--- src/rtl/galois_mul_pipe.sv ---
// galois_mul_pipe: pipelined GF(2^WIDTH) multiplier with valid/ready handshakes,
// a per-operation reduction polynomial and a pass-through tag.
// The shift-and-add is spread over STAGES register stages. Each stage handles
// WIDTH/STAGES multiplier bits. The last stage register drives the outputs.
// A single global stall holds every stage while the output is blocked.
// Optional feature: define GALOIS_MUL_ACC_EN to add a GF multiply-accumulate
// register that is selected per operation with acc_i and cleared with acc_clr_i.
module galois_mul_pipe #(
    parameter int WIDTH     = 8,
    parameter int STAGES    = 4,
    parameter int TAG_WIDTH = 4
) (
    input  logic                 clk_i,
    input  logic                 rst_n_i,
    input  logic                 in_valid_i,
    output logic                 in_ready_o,
    input  logic [WIDTH-1:0]     first_op_i,
    input  logic [WIDTH-1:0]     second_op_i,
    input  logic [WIDTH-1:0]     poly_op_i,
    input  logic [TAG_WIDTH-1:0] tag_i,
    input  logic                 acc_i,
    input  logic                 acc_clr_i,
    output logic                 out_valid_o,
    input  logic                 out_ready_i,
    output logic [WIDTH-1:0]     result_o,
    output logic [TAG_WIDTH-1:0] tag_o
);

    // Reject configurations where the multiplier bits cannot be split evenly.
    if ((STAGES < 1) || (STAGES > WIDTH) || ((WIDTH % STAGES) != 0)) begin : g_cfg_error
        $error("galois_mul_pipe: STAGES must lie in 1..WIDTH and divide WIDTH");
    end

    localparam int BPS = WIDTH / STAGES;

    typedef struct packed {
        logic [WIDTH-1:0] a_shift;
        logic [WIDTH-1:0] partial;
    } step_t;

    // One stage's slice of the shift-and-add, starting at multiplier bit 'base'.
    // For each bit the partial product is accumulated first. Then a is doubled
    // modulo the polynomial, which drops the implicit x^WIDTH term.
    function automatic step_t gf_step(
        input logic [WIDTH-1:0] a_in,
        input logic [WIDTH-1:0] b_in,
        input logic [WIDTH-1:0] poly_in,
        input logic [WIDTH-1:0] part_in,
        input int               base
    );
        step_t            res;
        logic [WIDTH-1:0] b_bits;
        res.a_shift = a_in;
        res.partial = part_in;
        b_bits      = b_in >> base;
        for (int j = 0; j < BPS; j++) begin
            res.partial = res.partial ^ (b_bits[0] ? res.a_shift : {WIDTH{1'b0}});
            res.a_shift = (res.a_shift << 1'b1) ^
                          (res.a_shift[WIDTH-1] ? poly_in : {WIDTH{1'b0}});
            b_bits      = b_bits >> 1'b1;
        end
        return res;
    endfunction

    logic [STAGES-1:0]                valid_r;
    logic [STAGES-1:0][WIDTH-1:0]     a_r;
    logic [STAGES-1:0][WIDTH-1:0]     b_r;
    logic [STAGES-1:0][WIDTH-1:0]     poly_r;
    logic [STAGES-1:0][WIDTH-1:0]     part_r;
    logic [STAGES-1:0][TAG_WIDTH-1:0] tag_r;
    step_t [STAGES-1:0]               step_s;
    logic                             advance_s;
`ifdef GALOIS_MUL_ACC_EN
    logic [STAGES-1:0]                accf_r;
    logic [WIDTH-1:0]                 acc_r;
    logic                             out_fire_s;
`endif

    // The pipeline moves only when the output register is empty or is being drained.
    assign advance_s   = ~valid_r[STAGES-1] | out_ready_i;
    assign in_ready_o  = advance_s;
    assign out_valid_o = valid_r[STAGES-1];
    assign tag_o       = tag_r[STAGES-1];

    // Combinational step of every stage: stage 0 is fed by the ports, later stages by the previous register.
    always_comb begin
        step_s[0] = gf_step(first_op_i, second_op_i, poly_op_i, {WIDTH{1'b0}}, 0);
        for (int k = 1; k < STAGES; k++) begin
            step_s[k] = gf_step(a_r[k-1], b_r[k-1], poly_r[k-1], part_r[k-1], k * BPS);
        end
    end

    // Stage registers: the valid bits always shift on advance, and a stage's data loads only with a valid op.
    always_ff @(posedge clk_i or negedge rst_n_i) begin
        if (!rst_n_i) begin
            valid_r <= {STAGES{1'b0}};
            a_r     <= {(STAGES*WIDTH){1'b0}};
            b_r     <= {(STAGES*WIDTH){1'b0}};
            poly_r  <= {(STAGES*WIDTH){1'b0}};
            part_r  <= {(STAGES*WIDTH){1'b0}};
            tag_r   <= {(STAGES*TAG_WIDTH){1'b0}};
`ifdef GALOIS_MUL_ACC_EN
            accf_r  <= {STAGES{1'b0}};
`endif
        end else if (advance_s) begin
            valid_r[0] <= in_valid_i;
            if (in_valid_i) begin
                a_r[0]    <= step_s[0].a_shift;
                b_r[0]    <= second_op_i;
                poly_r[0] <= poly_op_i;
                part_r[0] <= step_s[0].partial;
                tag_r[0]  <= tag_i;
`ifdef GALOIS_MUL_ACC_EN
                accf_r[0] <= acc_i;
`endif
            end
            for (int k = 1; k < STAGES; k++) begin
                valid_r[k] <= valid_r[k-1];
                if (valid_r[k-1]) begin
                    a_r[k]    <= step_s[k].a_shift;
                    b_r[k]    <= b_r[k-1];
                    poly_r[k] <= poly_r[k-1];
                    part_r[k] <= step_s[k].partial;
                    tag_r[k]  <= tag_r[k-1];
`ifdef GALOIS_MUL_ACC_EN
                    accf_r[k] <= accf_r[k-1];
`endif
                end
            end
        end
    end

`ifdef GALOIS_MUL_ACC_EN
    assign out_fire_s = out_valid_o & out_ready_i;
    assign result_o   = part_r[STAGES-1] ^ (accf_r[STAGES-1] ? acc_r : {WIDTH{1'b0}});

    // Accumulator: a clear wins over an accumulate on the same edge. The fired result still sees the old value.
    always_ff @(posedge clk_i or negedge rst_n_i) begin
        if (!rst_n_i) begin
            acc_r <= {WIDTH{1'b0}};
        end else if (acc_clr_i) begin
            acc_r <= {WIDTH{1'b0}};
        end else if (out_fire_s && accf_r[STAGES-1]) begin
            acc_r <= result_o;
        end
    end

    // The last stage's operand copies and its shifted multiplicand are never consumed.
    logic unused_s;
    assign unused_s = ^{a_r[STAGES-1], b_r[STAGES-1], poly_r[STAGES-1], step_s[STAGES-1].a_shift};
`else
    assign result_o = part_r[STAGES-1];

    // Without the accumulator, the acc controls and the last stage's operand copies have no consumer.
    logic unused_s;
    assign unused_s = ^{a_r[STAGES-1], b_r[STAGES-1], poly_r[STAGES-1],
                        step_s[STAGES-1].a_shift, acc_i, acc_clr_i};
`endif

endmodule

--- config.mk ---
export PLATFORM = sky130hd
export DESIGN_NAME = galois_mul_pipe
export DESIGN_NICKNAME = d
export VERILOG_FILES = /design/src/rtl/galois_mul_pipe.sv
export SDC_FILE = /design/constraint.sdc
export NUM_CORES = 1
export LEC_CHECK = 0
export CORE_MARGIN = 3
export CORE_UTILIZATION = 55
export CTS_CLUSTER_DIAMETER = 40
export CTS_CLUSTER_SIZE = 28
export DETAILED_ROUTE_END_ITERATION = 6
export PLACE_DENSITY = 0.85
export SLEW_MARGIN = 20
export SYNTH_ARGS = -nofsm -noshare
export SYNTH_HDL_FRONTEND = slang
export SYNTH_SLANG_ARGS = --single-unit
--- constraint.sdc ---
create_clock -name clk_i -period 1.8 [get_ports clk_i]
set_clock_uncertainty 0.1 [all_clocks]
set_input_delay 0.36 -clock clk_i [delete_from_list [all_inputs] [get_ports clk_i]]
set_output_delay 0.36 -clock clk_i [all_outputs]
set_load 0.005 [all_outputs]
### Word-level counts from Yosys, hierarchy flattened

Cells that the tools add are included.

* logic and storage cells: 53
* bits in latches: 0
* flip-flop bits (word level): 124
* bits of input ports: 34
* bits in read-only memories: 0
* memories: 0
* memory bits (writable): 0

* shift-type cells: 0
* reductions and logical operators: 4
* bitwise operators: 16
* multiply operators: 0
* div/mod/pow operators: 0
* order comparisons: 0
* equal/unequal tests: 0
* mux-type cells: 15
* $add $sub $neg: 0

Operators by type and width (number)
* 8-bit 2-to-1 mux: 15
* 8-bit XOR: 14
* 2-bit AND reduction: 4
* 1-bit inverter: 1
* 1-bit OR: 1

### Longest topological paths before layout

* depth in word-level cells: 4
* mapped depth: 7
* gate-level depth less buffers: 5

### Least setup slack after synthesis

No wires, ideal clock.

* path type: register to register
* start point: reg valid_r[3]
* end point: reg b_r[5] (netlist name)
* required time: 1575 ps
* buffers on the path: 1
* arrival: 1288 ps
* slack: 287 ps
* cell stages (with the launch flop): 6
* setup time: 125 ps
* period minus slack after synthesis: 1513 ps
* cells stage by stage: dfrtp_1 > nor2b_4 > inv_2 > nand2_1 > buf_2 > mux2_2

* word-level cells in the longest chain between the ends: 3

Ends and longest elaborated chain
* start, declared: RTL line 65 `logic [STAGES-1:0] valid_r;`
* start signal, assigned: RTL line 96 `valid_r <= {STAGES{1'b0}};`
* start signal, assigned by index: RTL line 118 `valid_r[k] <= valid_r[k-1];`
* 1-bit inverter: RTL line 80 `assign advance_s = ~valid_r[STAGES-1] | out_ready_i;`
* 1-bit OR: RTL line 80
* named net in_ready_o: RTL line 16 `output logic in_ready_o,`
* 2-bit AND reduction (no source line)
* end signal, assigned: RTL line 98 `b_r <= {(STAGES*WIDTH){1'b0}};`
* end signal, assigned by index: RTL line 121 `b_r[k] <= b_r[k-1];`
* end, declared: RTL line 67 `logic [STAGES-1:0][WIDTH-1:0] b_r;`

The timed path passes the listed nets, and every way through them passes these cells.
A chain may end at the register's enable or synchronous reset.

### Final worst setup path

* start point: in out_ready_i
* end point: out in_ready_o

* word-level cells in the longest chain between the ends: 1

Ends and longest elaborated chain
* start, declared: RTL line 24 `input logic out_ready_i,`
* 1-bit OR: RTL line 80
* end, declared: RTL line 16

No other way between the ends.

==> flow_summary_export.csv <==
group,metric,value,unit
sta,slew-limit-headroom,63.9,%
job,maxCapViolCount,0,
floorplan,ios,48,
detailed_routing,wire_per_inst,15.4,µm
detailed_routing,drc_errors,0,
synthesis,yosysSeqAreaShare,43.1,%
cts,cts_sinks,112,
power_and_ir_drop,p_int,7.26,mW
placed_design,dp.cells,915,
power_and_ir_drop,switchingPower,4.73,mW
finish,stdcell_count,932,
power_and_ir_drop,irDropWorstVdd,773,µV
detailed_routing,drtPass1Iterations,7,
floorplan,die-area,13200,µm²
worst_setup_path,critical_path_class,"input port to primary output",
grt,grt_pass1_vias,5035,
power_and_ir_drop,p_comb_share,43.3,%
worst_setup_path,crit_family,"buffers and inverters",
worst_setup_path,setup.worst_path.end_class,"primary output",
power_and_ir_drop,p_seq_share,39.7,%
cts,cts_tree,"done",
grt,global_route.usage.met2,38.6,%
sta,min_period,1740,ps
worst_setup_path,critPathMaxStageDelay,440,ps
power_and_ir_drop,clkPwrFrac,17.0,%
sta,timing_hold_violations_final,0,
synthesis,syn_inst,748,
worst_setup_path,rrSetupSlack,120,ps
cts,htreeDepth,3,
power_and_ir_drop,switching_share,39.5,%
grt,grtUsageMet1,29.2,%
placed_design,routabilityCongestion,0.960,
finish,fin_util,65.3,%
sta,rsz0062_at_grt,"no",
grt,grt_usage,22.6,%
worst_setup_path,critPathMaxFanout,8,
finish,fill_cells,854,
synthesis,synth_nets,782,
floorplan,num_rows,39,
finish,drive_gt1_share,11.9,%
cts,cts_made_buffers,9,
floorplan,core_area,11500,µm²
finish,seq_area,2810,µm²
synthesis,synth-seq-cells,112,
sta,post-route-period-util,96.5,%
detailed_routing,drt-total-wl,14300,µm
synthesis,synth_edf_count,0,
sta,finalSetupViolations,0,
sta,tightestPinTransition,542,ps
finish,syn2layout_area_growth,15.2,%
detailed_routing,drt_iter0_drc,478,
min_path,hold_class,"flop to flop",
sta,maxSlewViolCount,0,
worst_setup_path,slowest_stage,"clkdlybuf4s50_1",
detailed_routing,antenna_left,0,
worst_setup_path,cp.required,1340,ps
placed_design,placed_cell_area,7170,µm²
cts,root_buffer,"clkbuf_16",
grt,grt_pass1_wl,24100,µm
floorplan,initial_utilization,56.7,%
synthesis,yosysWarnings,0,
power_and_ir_drop,leakage,3.28,nW
finish,nets,818,
cts,path_clk_slew,70,ps
grt,use_met3,3.44,%
worst_setup_path,crit_chain,"clkdlybuf4s50_1, nor2b_4, inv_2, dlygate4sd2_1",
worst_setup_path,cp-start-kind,"input port",
synthesis,yosysUniqueCellTypes,48,
placed_design,place_hpwl,10600,µm
finish,multi_input_area,3290,µm²
grt,overflow,0,
cts,clkLatencyLatePin,350,ps
detailed_routing,vias,5455,
cts,postCtsSetupBuffers,0,
grt,grt_antenna_before_repair,0,
sta,setup_slack,63.8,ps
power_and_ir_drop,p_per_area,1600,nW/µm²
synthesis,syn_area,6500,µm²
placed_design,pre_cts_ws,-301,ps
finish,design_area,7490,µm²
cts,cts_buffer_depth,2,
floorplan,die_h,115,µm
detailed_routing,via_per_inst,5.85,
placed_design,port_buffers,45,
floorplan,die_w,115,µm
finish,n_antenna_cell,0,
sta,fmax,576,MHz
synthesis,synth-main-ff-cell,"dfrtp_1",
synthesis,async_reset_ff_share,100,%
status,status,"completed",
worst_setup_path,worstPathArrival,1280,ps
synthesis,syn_area_per_cell,8.69,µm²
worst_setup_path,cp_num_buf_inv,3,
grt,grt_max_degree,41,
grt,grt.busiest_layer,"met2",
==> registers in the layout, summed over array words and instances (netlist names) <==
name / count
result_o: 8
tag_r: 12
valid_r: 4
part_r: 24
b_r: 12
poly_r: 24
a_r: 24
tag_o: 4
==> metal layers <==
metal  up-vias  share of wire, %
li1       2623                 -
met5         -                 0
met3        36               5.0
met2       194                50
met1      2602                43
met4         0               2.5
==> metrics by stage <==
step / hold WS [ps] / power [mW] / setup TNS (ps)
6_report: 366 / 12.0 / 0
5_1_grt: 399 / 12.9 / 0
4_1_cts: 366 / 12.0 / 0
3_5_place_dp: 289 / 9.94 / -7700
3_3_place_gp: 278 / 9.65 / -4110
2_1_floorplan: -35.6 / 8.39 / 0
==> synth_stat cells, drive strengths merged (7+ instances only) <==
cell type  count  area (µm²)
o31ai         23         188
and2          16         104
mux2          21         236
o21ai         76         380
a21boi         9        71.3
nand3          7        35.0
buf           47         319
o211ai        10        75.1
nor3b         14         105
nor2           9        33.8
a32oi          8        70.1
clkbuf        18        70.1
a21oi         20         100
nand2        220         826
xnor2         56         490
and3          24         155
and3b          8        70.1
a211o          9        78.8
dfrtp        112        2800
==> logic make-up (layout without fill, tap and decap cells) <==
logic type | after synthesis | count (layout) | share of synthesized area (%)
buffers and inverters | 70 | 111 | 6.27
DFF | 112 | 112 | 43.1
xor gates and xnor gates | 60 | 60 | 8.08
muxes | 21 | 21 | 3.64
AOI/OAI and AO/OA | 169 | 169 | 16.5
and+or+nand+nor | 316 | 316 | 22.4
==> layout by cell type (no fill, tap or decap), drive strengths merged, types with 5 or more instances in the layout <==
master / count
clkdlybuf4s50: 43
o21ai: 76
a21oi: 20
nor3b: 14
dfrtp: 112
and3b: 8
nand3: 7
nor4: 5
inv: 7
nor2: 9
clkbuf: 11
a211o: 9
o211ai: 10
and2: 16
and3: 24
buf: 45
a32oi: 8
a21boi: 9
xnor2: 56
mux2: 21
nand2: 220
o31ai: 23
==> worst register-to-register path, stage by stage, from the launching register on <==
cell,delay [ps]
dfrtp_1,550
o21ai_0,160
a32oi_1,300
a211oi_1,130
a311o_1,330
==> worst paths after layout <==
path	from	endpoint	cells past startpoint
setup / recovery	out_ready_i	in_ready_o	4
hold / removal	tag_r[6]	tag_r[10]	2
setup reg to reg	poly_r[7]	a_r[12]	4
hold reg to reg	tag_r[6]	tag_r[10]	2
max in group asynchronous	rst_n_i	poly_r[15]	3
min in group asynchronous	rst_n_i	result_o[0]	2
==> cell type report <==
class,instances,area share (%)
well taps,143,2.39
inverters,5,0.251
flip-flops and latches,112,37.5
multi-input cells,566,44.0
repair buffers,90,11.8
clock buffers,11,3.24
clock inverters,5,0.835
==> power groups by stage <==
| stage | Clock [mW] | Combinational, mW | Sequential (mW) |
|---|---|---|---|
| floorplan | 0 | 4.21 | 4.18 |
| global placement | 0 | 4.94 | 4.72 |
| detailed placement | 0 | 5.15 | 4.79 |
| CTS | 2.07 | 5.18 | 4.74 |
| global route | 2.17 | 5.77 | 4.93 |
| finish | 2.04 | 5.19 | 4.76 |
==> repair_timing <==
item                                    in CTS  in global routing
gates resized for setup                      1                  3
endpoints found under the setup margin       1                  6
hold buffers                                 1                  0
hold endpoints to repair                    37                  0
No activity file was read; power rests on OpenSTA's default activity.
